==> config.mk <==
export PLATFORM = sky130hd
export DESIGN_NAME = switch_debouncer
export DESIGN_NICKNAME = d
export VERILOG_FILES = /design/src/rtl/switch_debouncer.sv
export SDC_FILE = /design/constraint.sdc
export NUM_CORES = 1
export LEC_CHECK = 0
export CORE_MARGIN = 2
export CORE_UTILIZATION = 50
export DETAILED_ROUTE_END_ITERATION = 8
export PLACE_DENSITY = 0.74
export SETUP_SLACK_MARGIN = 0.1
export SKIP_CTS_REPAIR_TIMING = 1
export SLEW_MARGIN = 20
export SYNTH_ARGS = -nofsm -noshare
export SYNTH_HDL_FRONTEND = slang
export SYNTH_SLANG_ARGS = --single-unit
==> constraint.sdc <==
create_clock -name clk -period 1.6 [get_ports clk]
set_input_delay 0.48 -clock clk [delete_from_list [all_inputs] [get_ports clk]]
set_output_delay 0.48 -clock clk [all_outputs]
set_load 0.02 [all_outputs]
==> src/rtl/switch_debouncer.sv <==
// Two-flop synchronizer feeding a four-state debounce FSM with a saturating stability counter.
// Define SWITCH_DEBOUNCER_PULSE_EN to build the rise/fall strobes; otherwise they are tied to 0.
module switch_debouncer #(
  parameter int unsigned DEBOUNCE_CYCLES = 1000,
  parameter int unsigned CNT_WIDTH       = 16
) (
  input  logic clk,
  input  logic rst,
  input  logic sw_in,
  output logic sw_out,
  output logic rise_pulse,
  output logic fall_pulse
);

  typedef enum logic [1:0] {
    STABLE_LOW,
    WAIT_HIGH,
    STABLE_HIGH,
    WAIT_LOW
  } state_e;

  localparam logic [CNT_WIDTH-1:0] CNT_ONE  = CNT_WIDTH'(1);
  localparam logic [CNT_WIDTH-1:0] CNT_LAST = CNT_WIDTH'(DEBOUNCE_CYCLES - 1);

  logic                 sync1_q, sync2_q;
  state_e               state_q, state_d;
  logic [CNT_WIDTH-1:0] cnt_q, cnt_d;
  logic                 sw_out_q, sw_out_d;

  // NOTE: clocked state uses non-blocking assignments so every flop samples pre-edge values.
  always_ff @(posedge clk) begin
    if (rst) begin
      sync1_q <= 1'b0;
      sync2_q <= 1'b0;
    end else begin
      sync1_q <= sw_in;
      sync2_q <= sync1_q;
    end
  end

  always_ff @(posedge clk) begin
    if (rst) begin
      state_q  <= STABLE_LOW;
      cnt_q    <= '0;
      sw_out_q <= 1'b0;
    end else begin
      state_q  <= state_d;
      cnt_q    <= cnt_d;
      sw_out_q <= sw_out_d;
    end
  end

  always_comb begin
    // NOTE: every output of this block gets a default first so no path infers a latch.
    state_d  = state_q;
    cnt_d    = cnt_q;
    sw_out_d = sw_out_q;
    unique case (state_q)
      STABLE_LOW: begin
        if (sync2_q) begin
          state_d = WAIT_HIGH;
          cnt_d   = CNT_ONE;
        end else begin
          cnt_d = '0;
        end
      end
      WAIT_HIGH: begin
        if (!sync2_q) begin
          state_d = STABLE_LOW;
          cnt_d   = '0;
        end else if (cnt_q == CNT_LAST) begin
          state_d  = STABLE_HIGH;
          cnt_d    = '0;
          sw_out_d = 1'b1;
        end else begin
          cnt_d = cnt_q + CNT_ONE;
        end
      end
      STABLE_HIGH: begin
        if (!sync2_q) begin
          state_d = WAIT_LOW;
          cnt_d   = CNT_ONE;
        end else begin
          cnt_d = '0;
        end
      end
      WAIT_LOW: begin
        if (sync2_q) begin
          state_d = STABLE_HIGH;
          cnt_d   = '0;
        end else if (cnt_q == CNT_LAST) begin
          state_d  = STABLE_LOW;
          cnt_d    = '0;
          sw_out_d = 1'b0;
        end else begin
          cnt_d = cnt_q + CNT_ONE;
        end
      end
      default: begin
        state_d = STABLE_LOW;
        cnt_d   = '0;
      end
    endcase
  end

  assign sw_out = sw_out_q;

`ifdef SWITCH_DEBOUNCER_PULSE_EN
  logic rise_q, fall_q;

  // sw_out_d differs from sw_out_q only on an accepted transition, so the strobes share its edge.
  always_ff @(posedge clk) begin
    if (rst) begin
      rise_q <= 1'b0;
      fall_q <= 1'b0;
    end else begin
      rise_q <= sw_out_d & ~sw_out_q;
      fall_q <= ~sw_out_d & sw_out_q;
    end
  end

  assign rise_pulse = rise_q;
  assign fall_pulse = fall_q;
`else
  assign rise_pulse = 1'b0;
  assign fall_pulse = 1'b0;
`endif

endmodule

==> out/metrics.yaml <==
antenna_found_initial: 0
irDropWorstVdd_mv: 0.5477
cp.required_ns: 1.80
drt_iter0_drc: 14
fmax_mhz: 598.4
drc: 0
area_delta_synth_final_pct: 20.54
htreeDepth: 1
diodes: 0
vias: 769
final-setup-viol-count: 18
clkTransAtPathRegs_ns: 0.12
reg2reg_slack_ns: -0.07
fin_cells: 148
gp_congestion: 0.8459
cts_tree: "yes"
ys_top_cells_by_count: "dfxtp_1, nor2_1, xnor2_1"
wl_per_cell_microns: 13.28
netSwitchingFraction_pct: 22.23
yosysWarningCount: 0
synth_top_area_cell: "dfxtp_1"
status: "finished with violations"
final.fill_count: 147
syn-cell-area_sq_um: 968.4
viasPerCell: 5.196
yosys.area.top_type_share_pct: 43.41
rows: 15
path_buf_inv: 0
path_max_fanout: 7
grt_usage_pct: 19.74
ant_nets: 0
crit_end: "cnt_q[4]"
synth-edff-count: 0
seq_power_share_pct: 65.2
ys_ff_latch: 21
firstDrtPassIters: 4
report.final.hold_viol_count: 0
layout_setup_ws_ns: -0.07113
cpMaxStageDelayCell: "or4_4"
overflow: 0
ys_async_sr_fraction_pct: 0
period_minus_slack_ns: 1.671
critPathKind: "reg2reg"
dp_hpwl_microns: 1415
r2r-end: "cnt_q[4]"
violations: "negative setup slack"
r2r_start: "cnt_q[15]"
pwr-share-clk_pct: 31.0
start_util_pct: 54.32
drive_gt1_share_pct: 25.20
rsz0062_at_grt: "yes"
dpl.cell_count: 142
synthCells: 104
synthMostInstantiatedCell: "dfxtp_1"
place.port_buffers: 3
cap_violations: 0
arrival_ns: 1.87
r2r_cells: 4
cp_cell_sequence: "or4_4 -> nor4_4 -> nand3b_2 -> nor2_1"
startpoint_type: "flop"
synth_cell_types: 26
synthTopCellsByArea: "dfxtp_1, xnor2_1, nor2_1, nor4_4, nor4_1"
cp_top_family: "simple AND/OR/NAND/NOR gates"
die_h_microns: 48.01
crit_cells: 4
cts_root_buffer: "clkbuf_4"
grt_max_degree: 16
grt_pass1_wl_microns: 3049
chipWidth_microns: 48.01
drt-total-wl_microns: 1965
hold_path.class: "reg2reg"
synth_ff_type: "dfxtp_1"
post_synth.cell_area_avg_sq_um: 9.312
ios: 6
combPwrFrac_pct: 3.8
timing.hold.ws_ns: 0.4563
cts.sinks: 21
p_leak_nw: 0.3979
timing.final.crit_share_pct: 104.4
cellPowerDensity_nw_per_um2: 701.2
final_nets: 128
critical_path.max_stage_delay_ns: 0.57
slew_violations: 0
worstSetupEndpointType: "flop"
p_sw_w: 0.0001820
ys_seq_area_share_pct: 43.41
die_area_sq_um: 2305
clk_latency_ns: 0.30
grt_pass1_vias: 670
core_sq_um: 1783
finClkSkew_ns: 0.002229
intPower_w: 0.0006366
cts_max_path_buffers: 2
worstSetupStartpoint: "cnt_q[15]"
numCtsBuffers: 3
power by group through the flow:
stage	logic, W	clock network [W]	registers (W)
after global routing	0.0000341	0.000291	0.000535
after floorplan	0.0000159	0	0.000547
after CTS	0.0000314	0.000262	0.000533
final	0.0000314	0.000254	0.000534
after detailed placement	0.0000313	0	0.000545
after global placement	0.0000303	0	0.000544
through the flow:
stage / util, % / setup WS [ns] / cell area (sq um) / TNS [ns] / total power (W)
after floorplan: - / -0.01641 / 973.4 / -0.1535 / 0.0005633
after global placement: 61.61 / -0.02338 / 1099 / -0.07158 / 0.0005748
after detailed placement: 61.61 / -0.07551 / 1099 / -0.7112 / 0.0005765
after CTS: 63.16 / -0.1827 / 1126 / -1.117 / 0.0008265
after global routing: 65.47 / -0.1398 / 1167 / -2.154 / 0.0008593
final: 65.47 / -0.07113 / 1167 / -0.8548 / 0.0008186
cell usage in the layout, fill, tap and decap left out, drive strengths merged, types with 2 or more instances in the layout:
cell type      count
buf               14
clkbuf             3
clkdlybuf4s50      2
conb               2
dfxtp             21
inv                4
nand2              4
nand3              7
nand3b             2
nand4              4
nor2              19
nor2b              2
nor3               4
nor4               8
o21ai              2
xnor2             13
xor2               2
sequential cells by signal (all words and copies together) (netlist names), named ones only:
register,cells
sw_out,1
sync1_q,1
state_q,1
cnt_q,16
sync2_q,1
per-layer routing:
layer,wire [microns],part of all wire (%),vias up,GRT usage (%)
met5,0,0,-,0
met2,974,50,12,31.73
met3,57,2.9,2,6.792
met4,12,0.61,0,4.865
li1,-,-,392,-
met1,919,47,363,25.34
worst min-delay path by stage:
stage	startpoint	endpoint	cells past startpoint	slack, ns
5_1_grt	sync1_q	sync2_q	1	0.47
4_1_cts	sync1_q	sync2_q	1	0.46
3_3_place_gp	sync1_q	sync2_q	1	0.42
3_5_place_dp	sync1_q	sync2_q	1	0.43
2_1_floorplan	sync1_q	sync2_q	1	0.41
6_report	sync1_q	sync2_q	1	0.46
worst register-to-register path, stage by stage, from the launching register on:
cell,delay (ns)
dfxtp_1,0.34
or4_4,0.57
nor4_4,0.33
nand3b_2,0.26
nor2_1,0.07
cell type report:
cell class	instances	area, sq um	share of cell area (%)
inverters	4	15.01	1.286
repair buffers	17	137.6	11.79
clock buffers	3	22.52	1.929
well taps	25	31.28	2.680
flip-flops and latches	21	424.2	36.33
clock inverters	1	5.005	0.4287
multi-input cells	77	531.8	45.55
cell families after synthesis:
group | share of synthesized area, %
AOI/OAI and AO/OA | 1.680
xor gates and xnor gates | 13.57
adders and majority gates | 1.292
buffers and inverters | 5.037
DFF | 43.41
muxes | 1.034
other | 0.3872
and+or+nand+nor | 33.59
(Power assumes the default switching activity.)
